File: src/rtl/uart_receiver_if.sv
// uart_receiver_if: serial-side inputs and received-byte outputs of the UART receiver.
// Latency: none, wiring only.
// Backpressure: none; rx_done_tick is a one-clk strobe the consumer must take when it fires.
// Signals: rx, s_tick (into the receiver); dout, rx_done_tick, frame_err, parity_err (out of it).
interface uart_receiver_if;
  logic       rx;
  logic       s_tick;
  logic [7:0] dout;
  logic       rx_done_tick;
  logic       frame_err;
  logic       parity_err;

  // master: whoever drives the line and the baud strobe and consumes the byte
  modport master (
    output rx, s_tick,
    input  dout, rx_done_tick, frame_err, parity_err
  );

  // slave: the receiver itself
  modport slave (
    input  rx, s_tick,
    output dout, rx_done_tick, frame_err, parity_err
  );
endinterface

File: src/rtl/uart_receiver.sv
// uart_receiver: 16x-oversampling UART receiver, LSB-first, DBIT data bits, optional parity
//   (parity state and parity_err only when UART_RX_PARITY_EN is defined; otherwise parity_err = 0).
// Latency: rx_done_tick one clk after the mid-stop-bit s_tick; 2-clk synchronizer on rx.
// Backpressure: none; dout/frame_err/parity_err hold until the next frame completes.
// Ports: clk, reset_n (async, active low); bus.slave carries rx, s_tick in and
//   dout, rx_done_tick, frame_err, parity_err out.
module uart_receiver #(
  parameter int DBIT       = 8,
  parameter int SB_TICK    = 16,
  parameter int PARITY_ODD = 0
) (
  input  logic           clk,
  input  logic           reset_n,
  uart_receiver_if.slave bus
);

  // Stop bit can last up to 32 ticks (2 stop bits), which needs a 5-bit counter.
  localparam int SW    = (SB_TICK > 16) ? 5 : 4;
  // Data lands in the top DBIT bits of the shift register; this right-aligns it.
  localparam int SHIFT = 8 - DBIT;

  typedef enum logic [2:0] {
    ST_IDLE   = 3'd0,
    ST_START  = 3'd1,
    ST_DATA   = 3'd2,
`ifdef UART_RX_PARITY_EN
    ST_PARITY = 3'd3,
`endif
    ST_STOP   = 3'd4
  } state_t;

  state_t          state_q, state_d;
  logic            rx_meta_q, rx_meta_d;
  logic            rx_s_q, rx_s_d;
  logic [SW-1:0]   s_q, s_d;
  logic [2:0]      n_q, n_d;
  logic [7:0]      b_q, b_d;
  logic [7:0]      dout_q, dout_d;
  logic            done_q, done_d;
  logic            ferr_q, ferr_d;
`ifdef UART_RX_PARITY_EN
  localparam logic PAR_SENSE = (PARITY_ODD != 0);
  logic            par_bit_q, par_bit_d;
  logic            perr_q, perr_d;
`endif

  always_comb begin
    rx_meta_d = bus.rx;
    rx_s_d    = rx_meta_q;
    state_d   = state_q;
    s_d       = s_q;
    n_d       = n_q;
    b_d       = b_q;
    dout_d    = dout_q;
    done_d    = 1'b0;
    ferr_d    = ferr_q;
`ifdef UART_RX_PARITY_EN
    par_bit_d = par_bit_q;
    perr_d    = perr_q;
`endif

    case (state_q)
      ST_IDLE: begin
        if (!rx_s_q) begin
          state_d = ST_START;
          s_d     = '0;
        end
      end

      ST_START: begin
        if (bus.s_tick) begin
          if (s_q == SW'(7)) begin
            // Re-check the line at mid start bit; a high line here was a glitch.
            if (!rx_s_q) begin
              state_d = ST_DATA;
              n_d     = '0;
            end else begin
              state_d = ST_IDLE;
            end
            s_d = '0;
          end else begin
            s_d = s_q + SW'(1);
          end
        end
      end

      ST_DATA: begin
        if (bus.s_tick) begin
          if (s_q == SW'(15)) begin
            b_d = {rx_s_q, b_q[7:1]};
            s_d = '0;
            if (n_q == 3'(DBIT - 1)) begin
`ifdef UART_RX_PARITY_EN
              state_d = ST_PARITY;
`else
              state_d = ST_STOP;
`endif
            end else begin
              n_d = n_q + 3'd1;
            end
          end else begin
            s_d = s_q + SW'(1);
          end
        end
      end

`ifdef UART_RX_PARITY_EN
      ST_PARITY: begin
        if (bus.s_tick) begin
          if (s_q == SW'(15)) begin
            par_bit_d = rx_s_q;
            s_d       = '0;
            state_d   = ST_STOP;
          end else begin
            s_d = s_q + SW'(1);
          end
        end
      end
`endif

      ST_STOP: begin
        if (bus.s_tick) begin
          if (s_q == SW'(SB_TICK - 1)) begin
            // Returning to idle here (not at end of stop) lets a back-to-back
            // start edge be caught during the second half of the stop bit.
            state_d = ST_IDLE;
            s_d     = '0;
            dout_d  = b_q >> SHIFT;
            ferr_d  = ~rx_s_q;
            done_d  = 1'b1;
`ifdef UART_RX_PARITY_EN
            perr_d  = (^(b_q >> SHIFT)) ^ par_bit_q ^ PAR_SENSE;
`endif
          end else begin
            s_d = s_q + SW'(1);
          end
        end
      end

      default: begin
        state_d = ST_IDLE;
        s_d     = '0;
      end
    endcase
  end

  always_ff @(posedge clk or negedge reset_n) begin
    if (!reset_n) begin
      state_q   <= ST_IDLE;
      rx_meta_q <= 1'b1;
      rx_s_q    <= 1'b1;
      s_q       <= '0;
      n_q       <= '0;
      b_q       <= '0;
      dout_q    <= '0;
      done_q    <= 1'b0;
      ferr_q    <= 1'b0;
`ifdef UART_RX_PARITY_EN
      par_bit_q <= 1'b0;
      perr_q    <= 1'b0;
`endif
    end else begin
      state_q   <= state_d;
      rx_meta_q <= rx_meta_d;
      rx_s_q    <= rx_s_d;
      s_q       <= s_d;
      n_q       <= n_d;
      b_q       <= b_d;
      dout_q    <= dout_d;
      done_q    <= done_d;
      ferr_q    <= ferr_d;
`ifdef UART_RX_PARITY_EN
      par_bit_q <= par_bit_d;
      perr_q    <= perr_d;
`endif
    end
  end

  assign bus.dout         = dout_q;
  assign bus.rx_done_tick = done_q;
  assign bus.frame_err    = ferr_q;
`ifdef UART_RX_PARITY_EN
  assign bus.parity_err   = perr_q;
`else
  assign bus.parity_err   = 1'b0;
`endif

endmodule

File: src/flat_wrapper.sv
// flat-port wrapper written by rule: the top's interface ports become plain ports
module uart_receiver_flat 
#(
  parameter int DBIT       = 8,
  parameter int SB_TICK    = 16,
  parameter int PARITY_ODD = 0
)
  (clk, reset_n, bus_rx, bus_s_tick, bus_dout, bus_rx_done_tick, bus_frame_err, bus_parity_err);
  uart_receiver_if bus_i ();
  input  logic clk;
  input  logic reset_n;
  input wire logic [$bits(bus_i.rx)-1:0] bus_rx;
  input wire logic [$bits(bus_i.s_tick)-1:0] bus_s_tick;
  output wire logic [$bits(bus_i.dout)-1:0] bus_dout;
  output wire logic [$bits(bus_i.rx_done_tick)-1:0] bus_rx_done_tick;
  output wire logic [$bits(bus_i.frame_err)-1:0] bus_frame_err;
  output wire logic [$bits(bus_i.parity_err)-1:0] bus_parity_err;
  assign bus_i.rx = bus_rx;
  assign bus_i.s_tick = bus_s_tick;
  assign bus_dout = bus_i.dout;
  assign bus_rx_done_tick = bus_i.rx_done_tick;
  assign bus_frame_err = bus_i.frame_err;
  assign bus_parity_err = bus_i.parity_err;
  uart_receiver #(.DBIT(DBIT), .SB_TICK(SB_TICK), .PARITY_ODD(PARITY_ODD)) u_core (.clk(clk), .reset_n(reset_n), .bus(bus_i));
endmodule
File: config.mk
export PLATFORM = sky130hd
export DESIGN_NAME = uart_receiver_flat
export DESIGN_NICKNAME = d
export VERILOG_FILES = /design/src/rtl/uart_receiver_if.sv /design/src/rtl/uart_receiver.sv /design/src/flat_wrapper.sv
export SDC_FILE = /design/constraint.sdc
export NUM_CORES = 1
export LEC_CHECK = 0
export BUFFER_PORTS_ARGS = -buffer_cell sky130_fd_sc_hd__buf_2
export CAP_MARGIN = 20
export CORE_MARGIN = 2
export CORE_UTILIZATION = 27
export CTS_CLUSTER_DIAMETER = 120
export DETAILED_ROUTE_END_ITERATION = 12
export SLEW_MARGIN = 40
export SYNTH_ARGS = -nofsm -noshare
export SYNTH_HDL_FRONTEND = slang
export SYNTH_SLANG_ARGS = --single-unit
File: constraint.sdc
create_clock -name clk -period 4.8 [get_ports clk]
set_input_delay 0.96 -clock clk [delete_from_list [all_inputs] [get_ports clk]]
set_output_delay 0.96 -clock clk [all_outputs]
set_load 0.1 [all_outputs]
Yosys cells after proc, flatten, opt, wreduce, memory -nomap -nowiden
Index checks and enable logic that the tools add are counted.
{ "totals": {"regBits": 30, "latch_bits": 0, "mem_count": 0, "out_inout_bits": 11, "ramBits": 0, "word_cells": 63, "rom_bits": 0} }
{ "op_classes": {"order_cmp": 0, "reduce_logical": 8, "multipliers": 0, "shift": 0, "n_bitwise": 1, "add_sub_neg": 2, "mux": 26, "eq_ne": 17, "div": 0} }
{ "ops": {"columns": ["cell", "count"], "rows": [
  ["$mux 3", 14],
  ["$mux 4", 5],
  ["$ne 2x2->1 const B", 6],
  ["$pmux 3 s4", 1],
  ["$pmux 4 s3", 1],
  ["$ne 2x1->1 const B", 5],
  ["$reduce_and 3->1", 3],
  ["$reduce_and 8->1", 1],
  ["$reduce_and 7->1", 1],
  ["$eq 3x3->1 const B", 2],
  ["$pmux 3 s2", 1],
  ["$add 4x1->4 const B", 1],
  ["$eq 4x3->1 const B", 1],
  ["$eq 4x4->1 const B", 1],
  ["$add 3x1->3 const B", 1],
  ["$eq 3x1->1 const B", 1],
  ["$eq 3x2->1 const B", 1],
  ["$logic_not 3->1", 1],
  ["$mux 1", 3],
  ["$mux 2", 1],
  ["$reduce_bool 2->1", 1],
  ["$reduce_or 2->1", 1],
  ["$not 1->1", 1]
]} }

Logic depth before layout (Yosys ltp)
Gate-level depths: netlist (run 1).
{ "depth": {"word_depth": 5, "ltp_mapped": 6} }

Worst setup path before layout (run 1)
Ideal clock, no wire load.
{ "synth_path": {"kind": "input port to flip-flop", "startpoint": "input port bus_s_tick", "endpoint": "register u_core.state_q[1]", "slack_ns": 2.664, "cell_stages": 5, "n_path_buf": 0, "arrival_time_ns": 2.011, "path_cell_list": "or4b_1 -> o21a_2 -> o31ai_4 -> nor3_4 -> mux2_4"} }
{ "synth_between": {"elab_chain_len": 2, "elab_cells_between_ends": 4, "cone_classes": "eq/ne: 3; reduce/logical: 1"} }
{ "synth_rtl": {"columns": ["element", "line", "source"], "rows": [
  ["start, declared", "flat_wrapper.sv:13", "input wire logic [$bits(bus_i.s_tick)-1:0] bus_s_tick;"],
  ["$ne 2x2->1 (no line)", null, null],
  ["$reduce_and 8->1 (no line) *", null, null],
  ["end signal, assigned", "uart_receiver.sv:163", "state_q <= state_d;"],
  ["end, declared", "uart_receiver.sv:32", "state_t state_q, state_d;"]
]} }
Mark *: on every way between the ends. The rest lies on a longest branch, timed or not.
A chain may end at the register's enable or synchronous reset.

Final worst setup path (run 1)
{ "layout_path": {"startpoint": "register u_core.dout_q[1] (netlist: u_core.bus.dout[1])", "endpoint": "output port bus_dout[1]"} }
{ "layout_rtl": {"columns": ["element", "line", "source"], "rows": [
  ["start, declared", "uart_receiver.sv:38", "logic [7:0] dout_q, dout_d;"],
  ["start signal, assigned", "uart_receiver.sv:169", "dout_q <= dout_d;"],
  ["end, declared", "flat_wrapper.sv:14", "output wire logic [$bits(bus_i.dout)-1:0] bus_dout;"]
]} }
No word-level cell between the ends.

==> impl_metrics.toml, run 1 <==
[grt]
antenna_found_initial = 0
overflow = 0
grt_pass1_vias = 888
globalRouteTotalUtil = 0.0908
grt_max_degree = 31
grt_pass1_wl_mm = 4.22

[power]
combPwrFrac = 0.278
p_sw_w = 0.000254
power_leakage_nw = 0.771
power.internal_w = 0.000495
p_clk_frac = 0.281
seqPwrFrac = 0.441
vdd_drop_max_uv = 172
swShare = 0.339
cellPowerDensity_nw_per_um2 = 458

[route]
drtPass1Iterations = 4
drc = 0
wl_met3_um = 139
top_layer = "met4"
postRouteAntennaNets = 0
totalWireLength_mm = 2.35
met1_length_mm = 1.19
routed-wl-met2_um = 996
drtIter0Drc = 41
vias = 872
vias_per_cell = 4.38
wl_per_cell_um = 11.8

[clocking]
cts-htree-levels = 2
cts-resized-gates = 0
cts_root_buf = "clkbuf_8"
clk_latency_ps = 280
numClockSinks = 30
cts_buffer_depth = 2
post-cts-setup-buffers = 0
tritoncts = "done"
cts_buffers = 5
clkSlewWorstSetupHoldPaths_ps = 70
hold_buffers = 0

[placed_design]
io_buffers = 13
dpl.hpwl_mm = 1.70
place.gp.congestion = 0.764
place_worst_setup_slack_ps = 2490

[setup_path]
end_kind = "primary output"
cp_max_fo = 2
crit_arrival_ps = 1060
path_cells = "buf_2"
startpoint_type = "flop"
required_ps = 3840
worstRegToRegCells = 6
crit_path_top_delay_cell = "buf_2"
path_buf_inv = 1
slowest_delay_ps = 430
crit_type = "flop to primary output"
cp_top_family = "buffers and inverters"
crit_cells = 1

[sta]
timing.final.ws_setup_ps = 2780
fin_crit_sh = 0.422
finalHoldWorstSlack_ps = 357
setup_tns_ps = 0
tightest_slew_ps = 656
relSlewSlack = 0.563
hold_viol = 0
grt_setup_unrepaired = "no"
fin_worst_skew_ps = 2.10
fmax_mhz = 494
setup_viol = 0
period_needed_ps = 2020
slew_violations = 0

[die]
row_count = 26
core_area_um2 = 5070
die_w_um = 76.4
fp.dieH_um = 76.4
ios = 15
die_area_um2 = 5840
start_util = 0.279

[synthesis]
syn_area_per_cell_um2 = 12.6
synth.distinct_cells = 36
synth_area_um2 = 1420
synth-edff-count = 0
syn_nets = 119
ys.flop_type = "dfrtp_1"
yosysWarnings = 0
yosysSeqAreaShare = 0.532
syn_inst = 112
ys_ff_latch = 30
synthArstFlopShare = 1.00

[cells_and_area]
final_common_cell = "dfrtp_1"
syn_to_final_growth_pct = 15.5
fin_nets = 135
layout_common_cells = "28 x dfrtp_1, 17 x mux2_2, 13 x buf_2"
diodes = 0
drive_gt1_frac = 0.388

[outcome]
status = "completed"

[job]
maxCapViolCount = 0

[hold_path]
min_path_type = "flop to flop"
min_path_cells = 0
[logic make-up (layout without fill, tap and decap cells)]
family                   count (synthesis)  in the layout  share of synthesized area
flip-flops                              30             30                      0.532
adder cells (fa/ha/maj)                  3              3                     0.0265
other                                    1              1                    0.00265
XOR/XNOR                                 2              2                     0.0177
AO/OA/AOI/OAI                           18             18                      0.103
multiplexers                            21             21                      0.167
buffers and inverters                    9             26                     0.0336
AND/OR/NAND/NOR                         28             28                      0.117
[cell type report]
cell class	count	area, µm²
fill	522	3440
sequential	30	753
multi-input combinational	73	614
tap	70	87.6
clock buffer	6	82.6
timing repair buffer	13	65.1
inverter	5	18.8
clock inverter	2	12.5
[path summary, 6_finish.rpt]
check	startpoint	end	slack [ps]
setup / recovery	u_core.bus.dout[1]$_DFFE_PN0P_	bus_dout[1]	2780
hold / removal	u_core.rx_meta_q$_DFF_PN1_	u_core.rx_s_q$_DFF_PN1_	360
setup reg to reg	u_core.n_q[0]$_DFFE_PN0P_	u_core.n_q[0]$_DFFE_PN0P_	2880
hold reg to reg	u_core.rx_meta_q$_DFF_PN1_	u_core.rx_s_q$_DFF_PN1_	360
max in group asynchronous	reset_n	u_core.state_q[0]$_DFFE_PN0P_	3670
min in group asynchronous	reset_n	u_core.bus.dout[0]$_DFFE_PN0P_	710
[registers in the layout (all words and copies together), names as in the netlist]
| register | cells |
|---|---|
| u_core.b_q | 8 |
| u_core.bus.dout | 8 |
| u_core.bus.frame_err | 1 |
| u_core.bus.rx_done_tick | 1 |
| u_core.n_q | 3 |
| u_core.rx_meta_q | 1 |
| u_core.rx_s_q | 1 |
| u_core.s_q | 4 |
| u_core.state_q | 3 |
[per-layer routing]
| metal | GRT usage | vias to the layer above |
|---|---|---|
| met5 | 0 | - |
| met4 | 0.0364 | 0 |
| met3 | 0.0355 | 2 |
| met2 | 0.121 | 27 |
| met1 | 0.130 | 421 |
| li1 | - | 422 |
[power by group through the flow]
stage	sequential, W	combinational [W]	clock [W]
2_1_floorplan	0.000308	0.000208	0
3_3_place_gp	0.000333	0.000203	0
3_5_place_dp	0.000335	0.000211	0
4_1_cts	0.000330	0.000212	0.000219
5_1_grt	0.000338	0.000236	0.000233
6_report	0.000330	0.000208	0.000210
[through the flow]
| step | total power, W | instance area [µm²] | util | instances |
|---|---|---|---|---|
| after floorplan | 0.000516 | 1420 | - | 112 |
| after global placement | 0.000535 | 1540 | 0.303 | 191 |
| after detailed placement | 0.000545 | 1540 | 0.303 | 191 |
| after CTS | 0.000761 | 1630 | 0.322 | 199 |
| after global routing | 0.000808 | 1630 | 0.322 | 199 |
| final | 0.000748 | 1630 | 0.322 | 199 |
[synth_stat cells (all sizes together), types with 2 or more instances]
| cell type | n | area share |
|---|---|---|
| a21oi | 4 | 0.014 |
| buf | 4 | 0.020 |
| dfrtp | 28 | 0.50 |
| dfstp | 2 | 0.037 |
| ha | 3 | 0.027 |
| inv | 5 | 0.013 |
| mux2 | 18 | 0.15 |
| mux2i | 3 | 0.021 |
| nand2 | 6 | 0.016 |
| nand2b | 2 | 0.0088 |
| nand3 | 2 | 0.0071 |
| nor2 | 11 | 0.040 |
| o21ai | 6 | 0.021 |
| o31ai | 2 | 0.020 |
| xor2 | 2 | 0.018 |
Power figures use the tool's default switching activity.
==> run 2: changes to the inputs <==
==> constraint.sdc (replaced) <==
create_clock -name clk -period 2 [get_ports clk]
set_input_delay 0.4 -clock clk [delete_from_list [all_inputs] [get_ports clk]]
set_output_delay 0.4 -clock clk [all_outputs]
set_load 0.1 [all_outputs]
==> run 2 against run 1 <==
Sequential power increased by 140%. Routed wire length rose by 1.7%. Clock power grew 130%. Register-to-register slack lost 2700 ps. First-iteration DRC count decreased by 24%.
==> impl_metrics.toml, run 2 (synthesized netlist as in run 1, its figures left out) <==
[setup_path]
crit_arrival_ps = 2000
startpoint_type = "flop"
path_cells = "xor2_2 > o21ai_2 > and2b_1 > nor3_4 > mux2_4"
required_ps = 2160
crit_type = "flop to flop"
slowest_delay_ps = 500
end_kind = "flop"
cp_max_fo = 12
crit_path_top_delay_cell = "dfrtp_2"

[route]
drtPass1Iterations = 4
vias = 886
postRouteAntennaNets = 0
drc = 0
wl_per_cell_um = 11.9
vias_per_cell = 4.41
totalWireLength_mm = 2.39
drtIter0Drc = 31

[clocking]
tritoncts = "done"
clk_latency_ps = 280
hold_buffers = 0
cts-htree-levels = 2
cts-resized-gates = 0
cts_buffer_depth = 2
cts_buffers = 5
clkSlewWorstSetupHoldPaths_ps = 60
numClockSinks = 30
post-cts-setup-buffers = 0
cts_root_buf = "clkbuf_8"

[grt]
globalRouteTotalUtil = 0.0955
antenna_found_initial = 0
grt_pass1_vias = 960
grt_max_degree = 31
grt_pass1_wl_mm = 4.29
overflow = 0

[die]
ios = 15
fp.dieH_um = 76.4
row_count = 26
die_area_um2 = 5840
start_util = 0.279
core_area_um2 = 5070
die_w_um = 76.4

[hold_path]
min_path_type = "input port to async pin"

[sta]
timing.final.ws_setup_ps = 162
relSlewSlack = 0.563
setup_tns_ps = 0
hold_viol = 0
setup_viol = 0
fin_worst_skew_ps = 4.45
fmax_mhz = 544
period_needed_ps = 1840
grt_setup_unrepaired = "no"
slew_violations = 0
tightest_slew_ps = 656
fin_crit_sh = 0.919

[cells_and_area]
fin_nets = 137
syn_to_final_growth_pct = 16.6
diodes = 0
drive_gt1_frac = 0.405
layout_common_cells = "27 x dfrtp_1, 17 x mux2_2, 13 x buf_2"
final_cell_count_no_fill = 201
final_common_cell = "dfrtp_1"

[power]
combPwrFrac = 0.289
p_sw_w = 0.000613
p_clk_frac = 0.271
seqPwrFrac = 0.440
vdd_drop_max_uv = 490
swShare = 0.338
power.internal_w = 0.00120
power_leakage_nw = 0.783
cellPowerDensity_nw_per_um2 = 1100

[placed_design]
dpl.hpwl_mm = 1.66
dp.cells = 193
place.gp.congestion = 0.805
place_worst_setup_slack_ps = 39.9
io_buffers = 13

[outcome]
status = "completed"

[job]
maxCapViolCount = 0
-- run 2: area by class of cell --
type	instances	area, µm²
inverters	5	18.8
flip-flops and latches	30	754
fillers	537	3420
well taps	70	87.6
clock inverters	1	5.00
multi-input cells	73	618
repair buffers	15	80.1
clock buffers	7	86.3
-- run 2: power groups by stage --
stage | clock, W | sequential, W | combinational [W]
after CTS | 0.000521 | 0.000795 | 0.000523
after detailed placement | 0 | 0.000807 | 0.000518
after floorplan | 0 | 0.000740 | 0.000498
after global placement | 0 | 0.000799 | 0.000502
after global routing | 0.000543 | 0.000816 | 0.000590
final | 0.000492 | 0.000798 | 0.000524
-- run 2: metrics by stage --
step           hold WS, ps  instance area [µm²]   util  total power [W]
2_1_floorplan          104                 1420      -          0.00124
3_3_place_gp           347                 1550  0.306          0.00130
3_5_place_dp           347                 1550  0.306          0.00133
4_1_cts                162                 1650  0.324          0.00184
5_1_grt                190                 1650  0.325          0.00195
6_report               146                 1650  0.325          0.00181
-- run 2: worst paths after layout --
check / cells past startpoint / to / start / slack (ps)
min reg2reg: 0 / u_core.rx_s_q$_DFF_PN1_ / u_core.rx_meta_q$_DFF_PN1_ / 350
max in group asynchronous: 1 / u_core.state_q[0]$_DFFE_PN0P_ / reset_n / 1390
min in group clk: 1 / u_core.rx_meta_q$_DFF_PN1_ / bus_rx / 220
max reg2reg: 5 / u_core.state_q[1]$_DFFE_PN0P_ / u_core.state_q[0]$_DFFE_PN0P_ / 160
max: 5 / u_core.state_q[1]$_DFFE_PN0P_ / u_core.state_q[0]$_DFFE_PN0P_ / 160
min: 1 / u_core.bus.dout[0]$_DFFE_PN0P_ / reset_n / 150
-- run 2: worst max-delay path, delay by kind of cell, from the launching register on --
kind / cells / cell delay (ps)
AO/OA/AOI/OAI: 1 / 190
XOR/XNOR: 1 / 230
flip-flops: 1 / 500
multiplexers: 1 / 310
AND/OR/NAND/NOR: 2 / 480
-- run 2: layer usage --
layer / track usage / wire, µm
met4: 0.0509 / 45
met1: 0.109 / 1050
met5: 0 / 0
met2: 0.154 / 1180
met3: 0.0379 / 125
